--- src/rtl/rf_video_pkg.sv ---
// Shared constants and types for the video frame signature monitor.
// Timing fields are sized for the widest supported counter; narrower counters are zero-extended.
package rf_video_pkg;

    localparam logic [31:0] CRC32_POLY_R = 32'hEDB8_8320;
    localparam logic [31:0] CRC32_INIT   = 32'hFFFF_FFFF;
    localparam logic [31:0] CRC32_XOROUT = 32'hFFFF_FFFF;

    localparam int TIMING_W = 16;

    typedef enum logic {
        SYNC_ACTIVE_LOW  = 1'b0,
        SYNC_ACTIVE_HIGH = 1'b1
    } sync_pol_e;

    typedef enum logic [1:0] {
        ST_IDLE,
        ST_SYNC_WAIT,
        ST_MEASURE
    } mon_state_e;

    typedef struct packed {
        logic [TIMING_W-1:0] htotal;
        logic [TIMING_W-1:0] hactive;
        logic [TIMING_W-1:0] vtotal;
        logic [TIMING_W-1:0] vactive;
    } video_timing_t;

    function automatic logic [31:0] crc32_finalize(input logic [31:0] acc);
        return acc ^ CRC32_XOROUT;
    endfunction

endpackage

--- src/rtl/rf_crc32_update.sv ---
// Combinational reflected CRC-32 step over DATA_W bits.
// Bits are consumed in index order, so byte 0 goes first and each byte LSB first.
module rf_crc32_update
    import rf_video_pkg::*;
#(
    parameter int DATA_W = 32
) (
    input  logic [31:0]       crc_in,
    input  logic [DATA_W-1:0] data,
    output logic [31:0]       crc_out
);

    logic [31:0] c;

    always_comb begin
        c = crc_in;
        for (int i = 0; i < DATA_W; i++) begin
            c = (c >> 1) ^ (((c[0] ^ data[i]) == 1'b1) ? CRC32_POLY_R : 32'h0);
        end
        crc_out = c;
    end

endmodule

--- src/rtl/rf_video_frame_signature.sv ---
// Passive raster monitor: measures per-frame timing and a CRC-32 over active pixels,
// and flags frames whose signature differs from the expected value.
module rf_video_frame_signature
    import rf_video_pkg::*;
#(
    parameter int   PIX_W     = 32,
    parameter int   CTR_W     = 12,
    parameter logic HSYNC_POL = 1'b0,
    parameter logic VSYNC_POL = 1'b0
) (
    input  logic             dot_clk_i,
    input  logic             rst_ni,
    input  logic             en_i,
    input  logic [PIX_W-1:0] rgb_i,
    input  logic             hsync_i,
    input  logic             vsync_i,
    input  logic             blank_i,
    input  logic [31:0]      exp_crc_i,
    input  logic             exp_valid_i,
    input  logic             clr_i,
    output logic [31:0]      crc_o,
    output logic [CTR_W-1:0] htotal_o,
    output logic [CTR_W-1:0] hactive_o,
    output logic [CTR_W-1:0] vtotal_o,
    output logic [CTR_W-1:0] vactive_o,
    output logic [15:0]      frame_cnt_o,
    output logic             meas_valid_o,
    output logic             stable_o,
    output logic             mismatch_o,
    output logic             irq_o
);

    localparam sync_pol_e H_ACT = sync_pol_e'(HSYNC_POL);
    localparam sync_pol_e V_ACT = sync_pol_e'(VSYNC_POL);

    mon_state_e state;

    logic             hs_r, hs_q, vs_r, vs_q, blank_r;
    logic [PIX_W-1:0] rgb_r;

    logic [CTR_W-1:0] hcnt, acnt, lines, lines_act;
    logic [CTR_W-1:0] htotal_acc, hactive_acc;
    logic [31:0]      crc_acc;

    logic             h_edge, v_edge, active, acnt_closed;
    logic [CTR_W-1:0] htotal_new, hactive_new, vtotal_new, vactive_new;
    logic [31:0]      crc_src, crc_upd, crc_final;
    video_timing_t    new_timing, cur_timing;

    function automatic logic [CTR_W-1:0] sat_inc(input logic [CTR_W-1:0] v);
        return (&v) ? v : v + CTR_W'(1);
    endfunction

    // Input stage plus one extra sync delay for edge detection; syncs idle at their inactive level.
    always_ff @(posedge dot_clk_i or negedge rst_ni) begin
        if (!rst_ni) begin
            hs_r    <= ~H_ACT;
            hs_q    <= ~H_ACT;
            vs_r    <= ~V_ACT;
            vs_q    <= ~V_ACT;
            blank_r <= 1'b1;
            rgb_r   <= '0;
        end else begin
            hs_r    <= hsync_i;
            hs_q    <= hs_r;
            vs_r    <= vsync_i;
            vs_q    <= vs_r;
            blank_r <= blank_i;
            rgb_r   <= rgb_i;
        end
    end

    // A v-edge restarts the CRC from the init value so a pixel on that cycle opens the new frame.
    always_comb begin
        h_edge      = (hs_r == H_ACT) && (hs_q != H_ACT);
        v_edge      = (vs_r == V_ACT) && (vs_q != V_ACT);
        active      = ~blank_r;
        acnt_closed = h_edge && (acnt != '0);
        crc_src     = v_edge ? CRC32_INIT : crc_acc;
        crc_final   = crc32_finalize(crc_acc);

        htotal_new  = h_edge ? hcnt : htotal_acc;
        hactive_new = acnt_closed ? acnt : hactive_acc;
        vtotal_new  = h_edge ? sat_inc(lines) : lines;
        vactive_new = acnt_closed ? sat_inc(lines_act) : lines_act;

        new_timing.htotal  = TIMING_W'(htotal_new);
        new_timing.hactive = TIMING_W'(hactive_new);
        new_timing.vtotal  = TIMING_W'(vtotal_new);
        new_timing.vactive = TIMING_W'(vactive_new);
        cur_timing.htotal  = TIMING_W'(htotal_o);
        cur_timing.hactive = TIMING_W'(hactive_o);
        cur_timing.vtotal  = TIMING_W'(vtotal_o);
        cur_timing.vactive = TIMING_W'(vactive_o);
    end

    rf_crc32_update #(
        .DATA_W (PIX_W)
    ) u_crc (
        .crc_in  (crc_src),
        .data    (rgb_r),
        .crc_out (crc_upd)
    );

    // Monitor FSM with accumulators and registered results; a set of mismatch beats a clear.
    always_ff @(posedge dot_clk_i or negedge rst_ni) begin
        if (!rst_ni) begin
            state        <= ST_IDLE;
            hcnt         <= '0;
            acnt         <= '0;
            lines        <= '0;
            lines_act    <= '0;
            htotal_acc   <= '0;
            hactive_acc  <= '0;
            crc_acc      <= CRC32_INIT;
            crc_o        <= '0;
            htotal_o     <= '0;
            hactive_o    <= '0;
            vtotal_o     <= '0;
            vactive_o    <= '0;
            frame_cnt_o  <= '0;
            meas_valid_o <= 1'b0;
            stable_o     <= 1'b0;
            mismatch_o   <= 1'b0;
        end else begin
            meas_valid_o <= 1'b0;
            if (clr_i) begin
                mismatch_o <= 1'b0;
            end

            if (!en_i || state == ST_IDLE) begin
                state       <= en_i ? ST_SYNC_WAIT : ST_IDLE;
                hcnt        <= '0;
                acnt        <= '0;
                lines       <= '0;
                lines_act   <= '0;
                htotal_acc  <= '0;
                hactive_acc <= '0;
                crc_acc     <= CRC32_INIT;
                stable_o    <= 1'b0;
            end else if (state == ST_MEASURE || v_edge) begin
                state <= ST_MEASURE;
                hcnt  <= h_edge ? CTR_W'(1) : sat_inc(hcnt);

                if (v_edge) begin
                    if (state == ST_MEASURE) begin
                        htotal_o     <= htotal_new;
                        hactive_o    <= hactive_new;
                        vtotal_o     <= vtotal_new;
                        vactive_o    <= vactive_new;
                        crc_o        <= crc_final;
                        frame_cnt_o  <= frame_cnt_o + 16'd1;
                        meas_valid_o <= 1'b1;
                        stable_o     <= (new_timing == cur_timing);
                        if (exp_valid_i && (crc_final != exp_crc_i)) begin
                            mismatch_o <= 1'b1;
                        end
                    end
                    htotal_acc  <= '0;
                    hactive_acc <= '0;
                    lines       <= '0;
                    lines_act   <= '0;
                    acnt        <= active ? CTR_W'(1) : '0;
                    crc_acc     <= active ? crc_upd : CRC32_INIT;
                end else begin
                    if (h_edge) begin
                        htotal_acc <= hcnt;
                        lines      <= sat_inc(lines);
                    end
                    if (acnt_closed) begin
                        hactive_acc <= acnt;
                        lines_act   <= sat_inc(lines_act);
                    end
                    if (h_edge) begin
                        acnt <= active ? CTR_W'(1) : '0;
                    end else if (active) begin
                        acnt <= sat_inc(acnt);
                    end
                    if (active) begin
                        crc_acc <= crc_upd;
                    end
                end
            end
        end
    end

    assign irq_o = mismatch_o;

endmodule

--- config.mk ---
export PLATFORM = sky130hd
export DESIGN_NAME = rf_video_frame_signature
export DESIGN_NICKNAME = d
export VERILOG_FILES = /design/src/rtl/rf_video_pkg.sv /design/src/rtl/rf_crc32_update.sv /design/src/rtl/rf_video_frame_signature.sv
export SDC_FILE = /design/constraint.sdc
export NUM_CORES = 1
export LEC_CHECK = 0
export ABC_AREA = 1
export CORE_ASPECT_RATIO = 1.25
export CORE_MARGIN = 8
export CORE_UTILIZATION = 55
export CTS_CLUSTER_SIZE = 20
export DETAILED_ROUTE_END_ITERATION = 7
export HOLD_SLACK_MARGIN = 0.08
export PLACE_DENSITY_LB_ADDON = 0.12
export SLEW_MARGIN = 20
export SYNTH_ARGS = -nofsm -noshare
export SYNTH_HDL_FRONTEND = slang
export SYNTH_SLANG_ARGS = --single-unit
--- constraint.sdc ---
create_clock -name dot_clk_i -period 3.3 [get_ports dot_clk_i]
set_input_delay 0.825 -clock dot_clk_i [delete_from_list [all_inputs] [get_ports dot_clk_i]]
set_output_delay 0.825 -clock dot_clk_i [all_outputs]
set_load 0.02 [all_outputs]
==> results.ini, run 1 <==
[global_route]
grt_max_degree = 159
antenna_found_initial = 2
grt-ovfl-total = 0
gr-usage-all-layers_pct = 32.8
grt_first_pass_wirelength_um = 89200
grt_pass1_vias = 16900

[clock_tree]
numCtsBuffers = 26
cts.root.buffer_cell = clkbuf_16
cts.clk_slew.worst_paths_ns = 0.07
cts_tree = yes
clock-sinks = 242
cts_max_path_buffers = 3
clock_latency_ns = 0.56
hold_buffers = 0
htree_levels = 1

[critical_path]
crit_family = simple AND/OR/NAND/NOR gates
r2r_end = crc_acc[29]
cp_max_fo = 7
arrival_ns = 4.09
crit_path_start = vs_q
endpoint = crc_acc[29]
cp_slowest_stage_delay_ns = 0.63
worstPathRequired_ns = 3.78
cp_num_buf_inv = 7
worstSetupStartpointType = flop
cp_common_cell = nand2_4
crit_cells = 26
reg2reg_from = vs_q
cpMaxStageDelayCell = dfstp_2
crit_type = reg2reg
reg2reg_slack_ns = -0.30
end_kind = flop
r2r_cells = 26

[drt]
drt_iter0_drc = 1292
drc_errors = 0
vias_per_cell = 5.65
wire_per_inst_um = 20.0
vias = 17000
ant_nets = 0
drt-pass1-iter-count = 5
wirelength_um = 60200

[layout]
nFillCells = 1757
synthToLayoutAreaGrowth_pct = 47.5
register_area_sq_um = 6100
fin_nets = 2713
final_layout_size_suffix_gt1_share_pct = 32.8
multi_input_area_sq_um = 10900

[timing]
final_max_slew_viol_count = 0
skew_ns = 0.0144
timing.slew.headroom_pct = 45.0
worst_pin_slew_ns = 0.824
period_share_pct = 109
grt_setup_unrepaired = true
setup_ws_ns = -0.304
finalSetupViolations = 32
min_period_ns = 3.60
hold_viol = 0
holdWs_ns = 0.278
max_freq_ghz = 0.278

[place]
pre_cts_ws_ns = -0.426
dp_hpwl_um = 44300
place_congestion = 1.05
place.port_buffers = 171

[logic_synthesis]
ys_seq_area_share_pct = 38.2
synth_edf_count = 0
ys_types = 44
ys_warn_count = 0
syn-num-nets = 2276
ys_ff_latch = 242
synth_ff_type = dfrtp_1
syn_avg_cell_area_sq_um = 7.26
synthArstFlopShare_pct = 100
syn_inst = 2198
synth_area_sq_um = 16000

[floorplan]
die_w_um = 168
initial_core_util_pct = 56.0
die_h_um = 206
die-area_sq_um = 34800
core_sq_um = 28500
rows = 69
io_pins = 172

[flow_run]
maxCapViolCount = 0

[run_status]
violations = negative setup slack
status = finished with violations

[min_path]
hold_path_class = in2async

## worst min path at each step
stage	cells after the start	slack, ns	to
6_report	1	0.28	vtotal_o[7]
5_1_grt	1	0.31	vtotal_o[7]
4_1_cts	1	0.31	vtotal_o[7]
3_5_place_dp	0	0.36	hs_q
3_3_place_gp	0	0.36	hs_q
2_1_floorplan	0	0.35	hs_q
## timing repair
item                                    4_1_cts  5_1_grt
endpoints found under the setup margin       33       33
pin swaps                                    41      174
setup buffers                                25       31
gates resized for setup                     192      347
cloned                                        2        3
## layout by cell type (no fill, tap or decap), types with 99 or more instances in the layout
| master | count |
|---|---|
| buf_4 | 230 |
| nand3_1 | 104 |
| nor2_1 | 102 |
| clkdlybuf4s50_1 | 170 |
| xor2_1 | 99 |
| nand2_2 | 165 |
| inv_1 | 214 |
| dfrtp_1 | 205 |
| o21ai_0 | 130 |
| nand2_4 | 108 |
| nand2_1 | 529 |
## routing by layer
metal	share of wire [%]	up-vias	track usage (%)
met4	7.1	2	21.2
li1	-	7855	-
met3	6.2	243	4.80
met5	0.023	-	0
met1	35	8188	34.5
met2	52	713	60.5
## through the flow
step                      TNS [ns]  cells  utilization (%)  cell area, sq um
after floorplan                  0   2198                -             16000
after global placement       -8.85   2901             69.2             19700
after detailed placement     -9.84   2901             69.2             19700
after CTS                    -3.62   2976             76.2             21700
final                        -6.94   3011             82.7             23500
after global routing        -12.23   3011             82.7             23500
## state kept, by name, indices dropped and copies added (netlist names), 2 cells and up
name,flops
crc_acc,32
crc_o,32
rgb_r,32
frame_cnt_o,16
acnt,12
hactive_acc,12
hactive_o,12
hcnt,12
htotal_acc,12
htotal_o,12
lines,12
lines_act,12
vactive_o,12
vtotal_o,12
state,2
## Yosys cell counts, types with 24 or more instances
| cell type | number | area (sq um) |
|---|---|---|
| dfstp_2 | 37 | 972 |
| nor2_1 | 107 | 402 |
| o22ai_1 | 50 | 313 |
| a21oi_1 | 36 | 180 |
| xnor2_1 | 68 | 596 |
| o21ai_0 | 134 | 671 |
| nor3_1 | 24 | 120 |
| inv_2 | 28 | 105 |
| xor2_1 | 128 | 1120 |
| nand3_1 | 175 | 876 |
| nand2_1 | 715 | 2680 |
| clkbuf_1 | 40 | 150 |
| nand2_2 | 72 | 450 |
| nand2_4 | 28 | 315 |
| inv_1 | 223 | 837 |
| dfrtp_1 | 205 | 5130 |
## logic make-up (layout without fill, tap and decap cells)
family / after synthesis / count (layout) / synth area share, %
adders and majority gates: 6 / 6 / 0.470
other: 0 / 1 / 0
and+or+nand+nor: 1211 / 1213 / 34.6
xor gates and xnor gates: 200 / 200 / 11.2
AOI/OAI and AO/OA: 237 / 237 / 8.03
buffers and inverters: 302 / 757 / 7.47
DFF: 242 / 242 / 38.2
## layout make-up
| type | count | share of cell area, % |
|---|---|---|
| clock buffer | 33 | 3.09 |
| multi-input combinational | 1656 | 46.1 |
| antenna | 1 | 0.0106 |
| tap | 355 | 1.89 |
| sequential | 242 | 25.9 |
| timing repair buffer | 456 | 18.0 |
| inverter | 253 | 4.23 |
| clock inverter | 15 | 0.770 |
Power of run 1 is not shown: default switching activity piles up to over one toggle a cycle in this logic, so the estimate is an artifact.
==> run 2, diff against run 1 <==
--- a/config.mk
+++ b/config.mk
@@ -7,7 +7,7 @@
 export LEC_CHECK = 0
 export ABC_AREA = 1
 export CORE_ASPECT_RATIO = 1.25
-export CORE_MARGIN = 8
+export CORE_MARGIN = 2
 export CORE_UTILIZATION = 55
 export CTS_CLUSTER_SIZE = 20
 export DETAILED_ROUTE_END_ITERATION = 7
==> run 2 against run 1 <==
  * The flow still finishes with violations (negative setup slack)
  * Wire length is 9.5% lower
  * Non-clock buffer count is 32 lower
  * Critical path depth is 1 higher
  * Die area is 13% lower
  * Sequential share of layout area is 1.6 points higher
  * Global-route usage is 2.2 points higher
  * Final area is 5.7% lower
  * Register-to-register slack hardly changed
  * Core utilization is 4.7 points lower
  * Critical path type unchanged
  * Critical endpoint is now crc_acc[20]
  * Highest routed layer is now met4
==> results.ini, run 2 (synthesis results as in run 1) <==
[drt]
drt_iter0_drc = 1085  ; -16%
drc_errors = 0  ; unchanged
ant_nets = 0  ; unchanged
wire_per_inst_um = 18.3  ; -8.7%
wirelength_um = 54500  ; -9.5%
vias = 16300  ; -4.3%
drt-pass1-iter-count = 5  ; unchanged
vias_per_cell = 5.45  ; -3.5%

[layout]
fin_nets = 2683  ; -1.1%
top_regs = crc_acc (32), crc_o (32), rgb_r (32)
final_common_cell = nand2_1
final_layout_size_suffix_gt1_share_pct = 27.9  ; -4.9 points
mostFrequentLayoutCells = 583 x nand2_1, 226 x buf_4, 220 x inv_1, 205 x dfrtp_1, 170 x clkdlybuf4s50_1
nFillCells = 2084  ; +19%
synthToLayoutAreaGrowth_pct = 39.1

[floorplan]
initial_core_util_pct = 56.0  ; unchanged
rows = 69  ; unchanged
die_h_um = 194  ; -5.8%
io_pins = 172  ; unchanged
die_w_um = 156  ; -7.1%
core_sq_um = 28500  ; unchanged
die-area_sq_um = 30400  ; -13%

[flow_run]
maxCapViolCount = 0  ; unchanged

[critical_path]
arrival_ns = 4.11  ; +0.02 ns
crit_family = simple AND/OR/NAND/NOR gates
cpMaxStageDelayCell = dfstp_4
cp_slowest_stage_delay_ns = 0.72  ; +0.09 ns
cp_common_cell = nand2_1
worstPathRequired_ns = 3.80  ; +0.02 ns
crit_type = reg2reg
cp_num_buf_inv = 4  ; -3
worstSetupStartpointType = flop
end_kind = flop
cp_max_fo = 6  ; -1

[timing]
min_period_ns = 3.61  ; +0.00248 ns
tns_ns = -6.81  ; +0.137 ns
finalSetupViolations = 33  ; +3.1%
grt_setup_unrepaired = true
timing.slew.headroom_pct = 44.5  ; -0.44 points
worst_pin_slew_ns = 0.831  ; +0.00665 ns
final_max_slew_viol_count = 0  ; unchanged
skew_ns = 0.0117  ; -0.00270 ns
max_freq_ghz = 0.277  ; about the same
setup_ws_ns = -0.306  ; -0.00248 ns
holdWs_ns = 0.228  ; -0.0499 ns
period_share_pct = 109  ; about the same
hold_viol = 0  ; unchanged

[clock_tree]
cts_tree = yes
cts.root.buffer_cell = clkbuf_16
cts.clk_slew.worst_paths_ns = 0.06  ; about the same
numCtsBuffers = 27  ; +3.8%
htree_levels = 1  ; unchanged
clock_latency_ns = 0.56  ; about the same
cts_max_path_buffers = 3  ; unchanged
clock-sinks = 242  ; unchanged
hold_buffers = 0  ; unchanged

[place]
dp_hpwl_um = 41700  ; -6.0%
place_congestion = 1.02  ; -2.8%
place.port_buffers = 171  ; unchanged

[run_status]
status = finished with violations
violations = negative setup slack

[global_route]
gr-usage-all-layers_pct = 34.9  ; +2.2 points
antenna_found_initial = 2  ; unchanged
grt_pass1_vias = 15700  ; -7.3%
grt_first_pass_wirelength_um = 82700  ; -7.2%
grt-ovfl-total = 0  ; unchanged
grt_max_degree = 159  ; unchanged

[min_path]
hold_path_class = in2async

run 2: final cells by class:
cell class	instances	area, sq um	area share, %
Multi-Input combinational cell	1657	9980	44.9
Sequential cell	242	6110	27.5
Timing Repair Buffer	424	3810	17.2
Inverter	253	975	4.39
Clock buffer	40	785	3.53
Tap cell	355	444	2.00
Clock inverter	10	92.6	0.417
Antenna cell	3	7.51	0.0338
run 2: path summary, 6_finish.rpt:
kind                                        to  slack (ns)  depth (start not counted)  startpoint
worst max register to register     crc_acc[20]       -0.31                         27        vs_q
max in group asynchronous       frame_cnt_o[4]        2.23                          2      rst_ni
worst min register to register            hs_q        0.36                          0        hs_r
worst min-delay path               vtotal_o[7]        0.23                          1      rst_ni
worst max-delay path               crc_acc[20]       -0.31                         27        vs_q
min in group dot_clk_i                    hs_q        0.36                          0        hs_r
run 2: timing repair:
item | in CTS | in global routing
gates resized for setup | 112 | 210
buffers inserted | 12 | 28
setup endpoints to repair | 32 | 33
cloned | 1 | 2
pin swaps | 18 | 115
run 2: layer usage:
| layer | vias up | part of all wire (%) | GRT usage, % |
|---|---|---|---|
| met4 | 0 | 5.8 | 18.7 |
| met3 | 159 | 5.0 | 3.92 |
| met5 | - | 0 | 0 |
| li1 | 7807 | - | - |
| met2 | 542 | 52 | 64.2 |
| met1 | 7757 | 37 | 39.1 |
run 2: per-stage QoR:
| step | std cells | instance area (sq um) | setup slack [ns] | util [%] |
|---|---|---|---|---|
| final | 2984 | 22200 | -0.306 | 77.9 |
| after global routing | 2983 | 22200 | -0.478 | 77.9 |
| after detailed placement | 2888 | 19600 | -0.425 | 68.9 |
| after CTS | 2951 | 21100 | -0.159 | 74.1 |
| after floorplan | 2198 | 16000 | 0.306 | - |
| after global placement | 2888 | 19600 | -0.380 | 68.9 |
Power of run 2 is left out for the same reason.
==> run 3, diff against run 2 <==
--- a/config.mk
+++ b/config.mk
@@ -8,11 +8,13 @@
 export ABC_AREA = 1
 export CORE_ASPECT_RATIO = 1.25
 export CORE_MARGIN = 2
-export CORE_UTILIZATION = 55
+export CORE_UTILIZATION = 43
 export CTS_CLUSTER_SIZE = 20
 export DETAILED_ROUTE_END_ITERATION = 7
+export GPL_ROUTABILITY_DRIVEN = 0
 export HOLD_SLACK_MARGIN = 0.08
 export PLACE_DENSITY_LB_ADDON = 0.12
+export SETUP_SLACK_MARGIN = 0.05
 export SLEW_MARGIN = 20
 export SYNTH_ARGS = -nofsm -noshare
 export SYNTH_HDL_FRONTEND = slang
==> run 3 against run 2 <==
  * Worst setup slack better by 0.018 ns
  * Global-route usage shrank 6.7 points
  * Critical endpoint is now crc_acc[21]
  * The flow still finishes with violations (negative setup slack)
  * Wire length increased by 4.9%
  * Clock-buffer cell count down 5
  * Register-to-register slack better by 0.02 ns
  * Fmax rose by 0.50%
  * Final cell count is 4.7% higher
==> results.ini, run 3 (synthesis results as in run 1) <==
[clock_tree]
cts_tree = yes
htree_levels = 1  ; unchanged
cts_max_path_buffers = 3  ; unchanged
clock_latency_ns = 0.55  ; about the same
cts.root.buffer_cell = clkbuf_16
cts.clk_slew.worst_paths_ns = 0.06  ; about the same
clock-sinks = 242  ; unchanged
numCtsBuffers = 27  ; unchanged

[critical_path]
cp_max_fo = 8  ; +2
r2r_end = crc_acc[21]
crit_type = reg2reg
worstSetupStartpointType = flop
reg2reg_from = vs_q
cpMaxStageDelayCell = dfstp_2
end_kind = flop
cp_slowest_stage_delay_ns = 0.62  ; -0.10 ns
reg2reg_slack_ns = -0.29  ; +0.02 ns
r2r_cells = 29  ; +7.4%
arrival_ns = 4.07  ; -0.04 ns
cp_common_cell = nand2_1
worstPathRequired_ns = 3.78  ; -0.02 ns

[timing]
max_freq_ghz = 0.279  ; +0.50%
grt_setup_unrepaired = true
skew_ns = 0.00868  ; -0.00298 ns
setup_ws_ns = -0.288  ; +0.0181 ns
period_share_pct = 109  ; -0.55 points
timing.slew.headroom_pct = 55.3  ; +11 points
final_max_slew_viol_count = 0  ; unchanged
tns_ns = -5.36  ; +1.45 ns
holdWs_ns = 0.221  ; -0.00774 ns
min_period_ns = 3.59  ; -0.0181 ns
finalSetupViolations = 32  ; -3.0%
hold_viol = 0  ; unchanged
worst_pin_slew_ns = 0.664  ; -0.167 ns

[global_route]
grt-ovfl-total = 0  ; unchanged
antenna_found_initial = 2  ; unchanged
grt_max_degree = 159  ; unchanged
grt_first_pass_wirelength_um = 85300  ; +3.0%
gr-usage-all-layers_pct = 28.2  ; -6.7 points
grt_pass1_vias = 16100  ; +3.0%

[floorplan]
core_sq_um = 36400  ; +28%
die_w_um = 176  ; +13%
die_h_um = 219  ; +13%
rows = 78  ; +13%
io_pins = 172  ; unchanged
initial_core_util_pct = 43.8  ; -12 points
die-area_sq_um = 38700  ; +27%

[layout]
final_layout_size_suffix_gt1_share_pct = 32.3  ; +4.4 points
final_common_cell = nand2_1
mostFrequentLayoutCells = 525 x nand2_1, 219 x buf_4, 216 x inv_1, 205 x dfrtp_1, 170 x clkdlybuf4s50_1
register_area_sq_um = 6100  ; about the same
fin_util_pct = 64.9  ; -13 points
nFillCells = 2994  ; +44%
multi_input_area_sq_um = 10800  ; +8.6%
synthToLayoutAreaGrowth_pct = 48.0
fin_nets = 2700  ; +0.63%
top_regs = crc_acc (32), crc_o (32), rgb_r (32)

[drt]
met1_length_um = 21200  ; +5.5%
vias = 16600  ; +2.0%
wl_met2_um = 29000  ; +1.5%
routed.top_layer = met4
ant_nets = 0  ; unchanged
drt_iter0_drc = 1167  ; +7.6%
vias_per_cell = 5.31  ; -2.6%
drt-pass1-iter-count = 8  ; +3
drc_errors = 0  ; unchanged
wire_per_inst_um = 18.3  ; +0.18%
route.met3.wl_um = 2880  ; +6.5%
wirelength_um = 57100  ; +4.9%

[run_status]
violations = negative setup slack
status = finished with violations

[place]
place.port_buffers = 171  ; unchanged
dp_hpwl_um = 41200  ; -1.2%

[flow_run]
maxCapViolCount = 0  ; unchanged

[min_path]
hold_path_class = in2async

-- run 3: cell types whose count changed in the layout (fill, tap and decap cells not counted), moves of 9 or more --
cell     previous run  this run
buf_6              16        36
nand3_4            10        33
nand2_1           583       525
nand3_1           128       102
nand2_8             5        14
nand2_4            75       115
-- run 3: area by class of cell --
class                   instances  area share, %
multi-input cells            1655           45.9
diodes                          2         0.0212
repair buffers                443           17.3
flip-flops and latches        242           25.8
inverters                     253           4.22
clock inverters                14          0.858
well taps                     480           2.54
clock buffers                  35           3.33
-- run 3: worst max path at each step --
stage / startpoint / slack (ns) / end / cells past startpoint
5_1_grt: crc_acc[0] / -0.42 / crc_acc[22] / 29
3_3_place_gp: vs_r / -0.39 / crc_acc[19] / 30
2_1_floorplan: vs_r / 0.31 / crc_acc[18] / 29
6_report: vs_q / -0.29 / crc_acc[21] / 29
4_1_cts: vs_q / -0.11 / crc_acc[4] / 23
3_5_place_dp: vs_r / -0.45 / crc_acc[19] / 30
-- run 3: layer usage --
metal | GRT usage, % | vias up
met4 | 15.4 | 0
met2 | 51.8 | 583
met1 | 31.7 | 7933
li1 | - | 7852
met3 | 3.26 | 218
met5 | 0 | -
-- run 3: timing repair --
item / in CTS / in global routing
hold buffers: 0 / 0
pin swaps: 126 / 85
gates cloned: 3 / 0
setup endpoints to repair: 32 / 34
gates resized for setup: 306 / 243
buffers inserted: 48 / 22
-- run 3: per-stage QoR --
stage | instances | cell area [sq um] | setup slack (ns)
final | 3124 | 23600 | -0.288
after global routing | 3123 | 23600 | -0.420
after CTS | 3101 | 22400 | -0.108
after detailed placement | 3001 | 19600 | -0.451
after global placement | 3001 | 19600 | -0.392
after floorplan | 2198 | 16000 | 0.306
-- run 3: critical path: cells and delay by family, from the launching register on --
kind | cells | cell delay, ns
buffers and inverters | 5 | 0.60
DFF | 1 | 0.62
and+or+nand+nor | 24 | 2.28
Power of run 3 is left out for the same reason.
